## src/rtl/div_const_arb_pkg.sv

```systemverilog
// Shared constants for the constant-divisor arbiter: operand widths, the divisor
// itself, and a clog2 helper for sizing requester tags.
package div_const_arb_pkg;

    localparam int XW      = 16;
    localparam int DIVISOR = 23;
    localparam int QW      = 12;
    localparam int RW      = 5;

    function automatic int clog2(input int n);
        int w;
        w = 0;
        for (int k = 0; k < 32; k++) begin
            if ((1 << w) < n) w++;
        end
        return (w == 0) ? 1 : w;
    endfunction

endpackage

```

## src/rtl/div_const_arb_if.sv

```systemverilog
// Requester/response bundle. A request transfers on req_valid[i] && req_ready[i];
// a response transfers on rsp_valid && rsp_ready, and rsp_* hold while stalled.
interface div_const_arb_if
    import div_const_arb_pkg::*;
#(
    parameter int N_REQ = 4,
    parameter int IDW   = clog2(N_REQ)
);
    logic [N_REQ-1:0]    req_valid;
    logic [N_REQ*XW-1:0] req_x;
    logic [N_REQ-1:0]    req_ready;
    logic                rsp_valid;
    logic                rsp_ready;
    logic [IDW-1:0]      rsp_id;
    logic [QW-1:0]       rsp_q;
    logic [RW-1:0]       rsp_r;
    logic [15:0]         done_cnt;

    modport master (
        output req_valid, req_x, rsp_ready,
        input  req_ready, rsp_valid, rsp_id, rsp_q, rsp_r, done_cnt
    );

    modport slave (
        input  req_valid, req_x, rsp_ready,
        output req_ready, rsp_valid, rsp_id, rsp_q, rsp_r, done_cnt
    );
endinterface

```

## src/rtl/div_const_arb_core.sv

```systemverilog
// Combinational X -> {Q, R} for the package's constant divisor.
module div_const_core
    import div_const_arb_pkg::*;
(
    input  logic [XW-1:0] i_x,
    output logic [QW-1:0] o_q,
    output logic [RW-1:0] o_r
);
    localparam logic [XW-1:0] C_DIV = XW'(DIVISOR);

    // QW holds the largest quotient and RW holds DIVISOR-1, so the casts only drop zero bits
    assign o_q = QW'(i_x / C_DIV);
    assign o_r = RW'(i_x - XW'(o_q) * C_DIV);
endmodule

```

## src/rtl/div_const_arb.sv

```systemverilog
// Round-robin sharing of one constant divider among N_REQ requesters, with an
// input register (S1) and an output register (S2) around the divide core.
module div_const_arb
    import div_const_arb_pkg::*;
#(
    parameter int N_REQ = 4,
    localparam int IDW  = clog2(N_REQ)
)(
    input  logic               clk,
    input  logic               rst_n,
    div_const_arb_if.slave     bus,
    output logic [IDW-1:0]     o_rr_ptr
);
    logic              r_v1;
    logic [XW-1:0]     r_x1;
    logic [IDW-1:0]    r_id1;
    logic              r_v2;
    logic [QW-1:0]     r_q2;
    logic [RW-1:0]     r_r2;
    logic [IDW-1:0]    r_id2;
    logic [IDW-1:0]    r_ptr;
    logic [15:0]       r_done_cnt;

    logic              w_adv1;
    logic              w_adv2;
    logic              w_any;
    logic [IDW-1:0]    w_idx;
    logic [IDW:0]      w_sum;
    logic [IDW-1:0]    w_ptr_next;
    logic [N_REQ-1:0]  w_grant;
    logic [XW-1:0]     w_x_sel;
    logic [QW-1:0]     w_q;
    logic [RW-1:0]     w_r;

    assign w_adv2 = !r_v2 || bus.rsp_ready;
    assign w_adv1 = !r_v1 || w_adv2;

    // Search upward from r_ptr with explicit wrap so non-power-of-2 N_REQ works
    always_comb begin
        w_any = 1'b0;
        w_idx = '0;
        w_sum = '0;
        for (int k = 0; k < N_REQ; k++) begin
            w_sum = {1'b0, r_ptr} + (IDW+1)'(k);
            if (w_sum >= (IDW+1)'(N_REQ)) w_sum = w_sum - (IDW+1)'(N_REQ);
            if (!w_any && bus.req_valid[w_sum[IDW-1:0]]) begin
                w_any = 1'b1;
                w_idx = w_sum[IDW-1:0];
            end
        end
    end

    always_comb begin
        w_grant = '0;
        if (w_adv1 && w_any) w_grant[w_idx] = 1'b1;
    end

    always_comb begin
        w_x_sel = '0;
        for (int k = 0; k < N_REQ; k++) begin
            if (IDW'(k) == w_idx) w_x_sel = bus.req_x[k*XW +: XW];
        end
    end

    assign w_ptr_next = (w_idx == IDW'(N_REQ-1)) ? '0 : w_idx + IDW'(1);

    div_const_core u_core (
        .i_x (r_x1),
        .o_q (w_q),
        .o_r (w_r)
    );

    always_ff @(posedge clk or negedge rst_n) begin
        if (!rst_n) begin
            r_v1       <= 1'b0;
            r_x1       <= '0;
            r_id1      <= '0;
            r_v2       <= 1'b0;
            r_q2       <= '0;
            r_r2       <= '0;
            r_id2      <= '0;
            r_ptr      <= '0;
            r_done_cnt <= '0;
        end else begin
            if (w_adv2) begin
                r_v2 <= r_v1;
                if (r_v1) begin
                    r_q2  <= w_q;
                    r_r2  <= w_r;
                    r_id2 <= r_id1;
                end
            end
            if (w_adv1) begin
                r_v1 <= w_any;
                if (w_any) begin
                    r_x1  <= w_x_sel;
                    r_id1 <= w_idx;
                    r_ptr <= w_ptr_next;
                end
            end
            if (r_v2 && bus.rsp_ready) r_done_cnt <= r_done_cnt + 16'd1;
        end
    end

    assign bus.req_ready = w_grant;
    assign bus.rsp_valid = r_v2;
    assign bus.rsp_id    = r_id2;
    assign bus.rsp_q     = r_q2;
    assign bus.rsp_r     = r_r2;
    assign bus.done_cnt  = r_done_cnt;
    assign o_rr_ptr      = r_ptr;
endmodule

```

## src/flat_wrapper.sv

```systemverilog
// flat-port wrapper written by rule: the top's interface ports become plain ports
module div_const_arb_flat import div_const_arb_pkg::*;
#(
    parameter int N_REQ = 4,
    localparam int IDW  = clog2(N_REQ)
)
  (clk, rst_n, o_rr_ptr, bus_req_valid, bus_req_x, bus_rsp_ready, bus_req_ready, bus_rsp_valid, bus_rsp_id, bus_rsp_q, bus_rsp_r, bus_done_cnt);
  div_const_arb_if #(.N_REQ(N_REQ), .IDW((2))) bus_i ();
  input  logic clk;
  input  logic rst_n;
  output logic [IDW-1:0] o_rr_ptr;
  input wire logic [$bits(bus_i.req_valid)-1:0] bus_req_valid;
  input wire logic [$bits(bus_i.req_x)-1:0] bus_req_x;
  input wire logic [$bits(bus_i.rsp_ready)-1:0] bus_rsp_ready;
  output wire logic [$bits(bus_i.req_ready)-1:0] bus_req_ready;
  output wire logic [$bits(bus_i.rsp_valid)-1:0] bus_rsp_valid;
  output wire logic [$bits(bus_i.rsp_id)-1:0] bus_rsp_id;
  output wire logic [$bits(bus_i.rsp_q)-1:0] bus_rsp_q;
  output wire logic [$bits(bus_i.rsp_r)-1:0] bus_rsp_r;
  output wire logic [$bits(bus_i.done_cnt)-1:0] bus_done_cnt;
  assign bus_i.req_valid = bus_req_valid;
  assign bus_i.req_x = bus_req_x;
  assign bus_i.rsp_ready = bus_rsp_ready;
  assign bus_req_ready = bus_i.req_ready;
  assign bus_rsp_valid = bus_i.rsp_valid;
  assign bus_rsp_id = bus_i.rsp_id;
  assign bus_rsp_q = bus_i.rsp_q;
  assign bus_rsp_r = bus_i.rsp_r;
  assign bus_done_cnt = bus_i.done_cnt;
  div_const_arb #(.N_REQ(N_REQ)) u_core (.clk(clk), .rst_n(rst_n), .bus(bus_i), .o_rr_ptr(o_rr_ptr));
endmodule
```

## config.mk

```make
export PLATFORM = sky130hd
export DESIGN_NAME = div_const_arb_flat
export DESIGN_NICKNAME = d
export VERILOG_FILES = /design/src/rtl/div_const_arb_pkg.sv /design/src/rtl/div_const_arb_if.sv /design/src/rtl/div_const_arb_core.sv /design/src/rtl/div_const_arb.sv /design/src/flat_wrapper.sv
export SDC_FILE = /design/constraint.sdc
export NUM_CORES = 1
export LEC_CHECK = 0
export ABC_AREA = 0
export BUFFER_PORTS_ARGS = -buffer_cell sky130_fd_sc_hd__buf_2
export CAP_MARGIN = 20
export CORE_ASPECT_RATIO = 0.9
export CORE_MARGIN = 8
export CORE_UTILIZATION = 30
export DETAILED_ROUTE_END_ITERATION = 10
export PLACE_DENSITY = 0.57
export SLEW_MARGIN = 20
export SYNTH_ARGS = -nofsm -noshare
export SYNTH_HDL_FRONTEND = slang
export SYNTH_SLANG_ARGS = --single-unit
```

## constraint.sdc

```tcl
create_clock -name clk -period 24.6 [get_ports clk]
set_input_delay 4.92 -clock clk [delete_from_list [all_inputs] [get_ports clk]]
set_output_delay 4.92 -clock clk [all_outputs]
set_load 0.02 [all_outputs]
```

==> Word level (Yosys, flattened, before mapping) <==
Index checks and enable logic that the tools add are counted.
{ "word_totals": {"register_bits": 57, "in_bits": 71, "output_inout_bits": 42} }
{ "op_classes": {"addsub": 10, "multipliers": 1, "n_div": 1, "n_lt_le_gt_ge": 10, "n_eq_ne": 4, "mux": 28, "n_reduce_logical": 16} }
{ "ops": {"columns": ["cell", "n"], "rows": [
  ["$mux W16", 4],
  ["$mux W2", 9],
  ["$add A16 B1 Y16 const B", 1],
  ["$div A16 B5 Y16 const B", 1],
  ["$lt A2 B3 Y1 const B", 5],
  ["$mul A12 B5 Y5 const B", 1],
  ["$ge A3 B3 Y1 const B", 3],
  ["$mux W1", 9],
  ["$bmux W1 S2", 4],
  ["$sub A2 B1 Y2 const B", 4],
  ["$add A2 B2 Y3 const B", 2],
  ["$logic_and A1 B1 Y1", 6],
  ["$logic_not A1 Y1", 5],
  ["$sub A5 B5 Y5", 1],
  ["$eq A2 B2 Y1 const A", 2],
  ["$mux W4", 1],
  ["$reduce_and A2 Y1", 2],
  ["$add A2 B1 Y3 const B", 1],
  ["$ge A2 B3 Y1 const B", 1],
  ["$add A2 B1 Y2 const B", 1],
  ["$demux W1 S2", 1],
  ["$eq A1 B2 Y1 const A", 1],
  ["$eq A2 B2 Y1 const B", 1],
  ["$ge A2 B1 Y1 const B", 1],
  ["2 further kinds", 3]
]} }

==> Depth between registers and ports, before layout <==
{ "logic_depth": {"ltp_word": 19, "mapped_depth": 49, "ltp_nobuf": 43} }

==> Cells and area by module <==
Synthesis repeated with hierarchy kept, for this count alone.
{ "hier_totals": {"cells_unflattened": 746, "area_unflattened_um2": 6022.0} }
{ "modules_own_cells": {"columns": ["module", "instances", "cells_per_inst", "area_each_um2", "seq_area_each_um2"], "rows": [
  ["div_const_core", 1, 443, 3119.2, 0.0],
  ["div_const_arb", 1, 303, 2902.8, 1426.4]
]} }

==> Worst setup path before layout <==
Ideal clock, no wire load.
{ "synth_timing": {"path_kind": "input to output", "startpoint": "input port bus_req_valid[2]", "endpoint": "output port bus_req_ready[1]", "arrival_time_ps": 6480, "t_required_ps": 19680, "slack_ps": 13200, "stages": 7, "path_buffers": 2, "cell_sequence": "mux2i_1 > nor2_1 > nor3_1 > ha_1 > clkbuf_1 > clkbuf_1 > and2_1"} }
{ "synth_between": {"elab_chain_len": 17, "elab_cells_between_ends": 29, "cone_classes": "order compare (2); mux (19); reduce/logical (8)"} }
{ "synth_lines": {"columns": ["element", "line_no", "rtl"], "rows": [
  ["from (decl)", "flat_wrapper.sv:12", "input wire logic [$bits(bus_i.req_valid)-1:0] bus_req_valid;"],
  ["$bmux W1 S2", "div_const_arb.sv:46", "if (!w_any && bus.req_valid[w_sum[IDW-1:0]]) begin"],
  ["$mux W1 (implied by the code)", "div_const_arb.sv:46", null],
  ["$mux W1", "div_const_arb.sv:46", null],
  ["$logic_not A1 Y1", "div_const_arb.sv:46", null],
  ["$logic_and A1 B1 Y1", "div_const_arb.sv:46", null],
  ["$mux W1", "div_const_arb.sv:46", null],
  ["$logic_not A1 Y1", "div_const_arb.sv:46", null],
  ["$logic_and A1 B1 Y1", "div_const_arb.sv:46", null],
  ["(+2 left out)", null, null],
  ["$logic_and A1 B1 Y1", "div_const_arb.sv:46", null],
  ["$mux W2 (*)", "div_const_arb.sv:46", null],
  ["named net u_core.w_idx[0]", "div_const_arb.sv:27", "logic [IDW-1:0] w_idx;"],
  ["$lt A2 B3 Y1 (implied by the code) or $ge A2 B1 Y1 (tied branches)", "div_const_arb.sv:55", "if (w_adv1 && w_any) w_grant[w_idx] = 1'b1;"],
  ["$logic_and A1 B1 Y1 (implied by the code)", "div_const_arb.sv:55", null],
  ["$mux W1 (implied by the code)", "div_const_arb.sv:55", null],
  ["$demux W1 S2 (*)", null, null],
  ["$mux W4 (*)", "div_const_arb.sv:55", null],
  ["to (decl)", "flat_wrapper.sv:15", "output wire logic [$bits(bus_i.req_ready)-1:0] bus_req_ready;"]
]} }
The timed path passes the listed nets; every way through them passes the cells marked *. The select of a mux whose other input is x is not followed.

==> Worst setup path after layout <==
{ "layout_timing": {"startpoint": "input port bus_req_valid[2]", "endpoint": "output port bus_req_ready[3]"} }
The elaborated chain is that of the path after synthesis.

==> results.txt <==
Layout area overhead: 17.8%
Die ar.: 24,600 sq um
Commonest non-fill, non-tap cell in the layout: buf_2
Largest net degree at the start of global routing: 58
Clock transition at the registers of the reported paths: 0.06 ns
Initial DRC Count: 497
DRC viols: 0
Post-synth EDFFs: 0
CTS sink count: 57
Gr ovfl total: 0
Root Driver: clkbuf_16
Synth warn: 0
Antenna cells: 0
Worst path buffer plus inverter count: 2
Die X-Extent: 164 um
Crit-path most repeated cell: buf_2
Reg2Reg Setup Slack: 12.82 ns
Share of layout cells above drive strength 1: 0.209
Total Routed Length: 17,500 um
Top cell type's share of synthesized area: 0.240
First-pass GRT wire length: 29,000 um
# resized after CTS: 0
Fin Clk Skew: 0.0133 ns
ANT nets after route: 0
Routed WL per cell: 16.0 um
Synth cell types: 102
Critical Path Source Type: primary input
Worst-Skew Late Latency: 0.34 ns
Core area: 19,700 sq um
Number of setup buffers added after CTS: 0
# setup viols final: 0
Setup TNS: 0 ns
Net Count, Synth: 840
GP Congestion: 0.874
Cell area after layout: 7000 sq um
Final WS setup: 12.69 ns
Max Clk Rate: 84.0 MHz
CTS Buf Count: 9
Vias per inst: 5.42
Delay-heaviest family, CP: adder cells
FF+latch count, synth: 57
Via count: 5,912
Crit path time final: 11.91 ns
Ys async rst share: 1.00
Hold Crit Class: reg -> reg
Setup CP Type: in -> out
Worst Setup End Kind: output port
Worst EP arrival: 6.99 ns
Nets: 920
Slowest cell on crit path: ha_1
Worst path cell trace: buf_2 > mux2i_1 > nor2_1 > nor3_1 > ha_1 > and2_1 > buf_2
Dpl cell area: 6650 sq um
Seq/Total Area, Yosys: 0.240
Synth Flop Type: dfrtp_1
Most frequent cells in the layout: buf_2, nand2_1, o21ai_0, dfrtp_1, a21oi_1
Largest area contributor in the netlist: dfrtp_1
CTS Buffer Depth: 2
Vias in the first global route: 5,548
Antenna violations before repair: 0
Number of max-cap violations: 0
Worst-Margin Slew: 0.977 ns
Status: finished clean
RSZ-0062 raised after global routing: false
Starting Density: 0.302
Syn avg cell area: 7.91 sq um
First-pass detailed-route iteration total: 7
Htree depth: 3
Slew Limit Fails: 0
# IOs: 113
Chip height: 150 um
DPL Wire Length: 13,500 um
IO Port Bufs: 112
CP Data Required Time: 19.68 ns
Rel. slew slack: 0.349
CTS tree: done
Max incr delay on CP: 0.89 ns
Row cnt: 49
Cell Area, Synth: 5940 sq um
Cts hold-fix bufs: 0
Syn Inst Count: 751
Total track usage: 0.144
Placement Setup Slack: 12.66 ns
Hold Fails Final Rpt: 0
Tcrit/Tclk final: 0.484
CP max FO: 34
Area contributors post-synth: dfrtp_1, nand2_1, o21ai_0
## final cells by class
class / count / area, sq um
clock buffer: 11 / 243
inverter: 31 / 116
tap: 255 / 319
clock inverter: 5 / 103
sequential: 57 / 1430
timing repair buffer: 116 / 591
fill: 2033 / 12700
multi-input combinational: 616 / 4200
## state kept, by name, indices dropped and copies added, names as in the netlist
signal	flops
u_core.r_v1	1
u_core.o_rr_ptr	2
u_core.bus.rsp_q	12
u_core.r_x1	16
u_core.bus.done_cnt	16
u_core.bus.rsp_id	2
u_core.bus.rsp_valid	1
u_core.r_id1	2
u_core.bus.rsp_r	5
## final timing paths
kind | start | end | cells after the start
setup reg to reg | u_core.r_x1[14] | u_core.bus.rsp_r[4] | 42
min in group asynchronous | rst_n | u_core.bus.done_cnt[15] | 2
hold / removal | u_core.bus.done_cnt[15] | u_core.bus.done_cnt[15] | 1
setup / recovery | bus_req_valid[2] | bus_req_ready[3] | 7
max in group asynchronous | rst_n | u_core.o_rr_ptr[1] | 2
hold reg to reg | u_core.bus.done_cnt[15] | u_core.bus.done_cnt[15] | 1
## metal layers
layer	routed length [um]	track usage
met5	0	0
met4	153	0.0313
met3	1510	0.0454
met2	7140	0.206
met1	8660	0.206
## kinds of logic after synthesis
kind of cell | synth area share
buffers and inverters | 0.0549
multiplexers | 0.0335
AND/OR/NAND/NOR | 0.226
XOR/XNOR | 0.0442
adder cells (fa/ha/maj) | 0.0446
flip-flops | 0.240
AO/OA/AOI/OAI | 0.357
## synthesized netlist by cell type, types with 13 or more instances
cell type / n
xnor2_1: 23
nor2_1: 50
inv_1: 29
nand3_1: 20
a22oi_1: 18
and2_1: 14
o211ai_1: 14
clkbuf_1: 30
nand2_1: 88
dfrtp_1: 57
o21ai_0: 57
ha_1: 14
a21oi_1: 55
nor3_1: 13
## worst reg2reg max path, delay by kind of cell (launching register included)
family                   cells  cell delay [ns]
flip-flops                   1             0.98
buffers and inverters        3             0.26
AND/OR/NAND/NOR             10             2.92
XOR/XNOR                     5             0.74
AO/OA/AOI/OAI               20             5.23
adder cells (fa/ha/maj)      4             1.51
## metrics by stage
step / hold WS, ns / instances / utilization
after global placement: 0.452 / 1075 / 0.338
after floorplan: 0.474 / 751 / -
after detailed placement: 0.462 / 1075 / 0.338
final: 0.459 / 1091 / 0.356
after global routing: 0.496 / 1091 / 0.356
after CTS: 0.470 / 1091 / 0.356
Power is not shown: default switching activity piles up to over one toggle a cycle in this logic, so the estimate is an artifact.
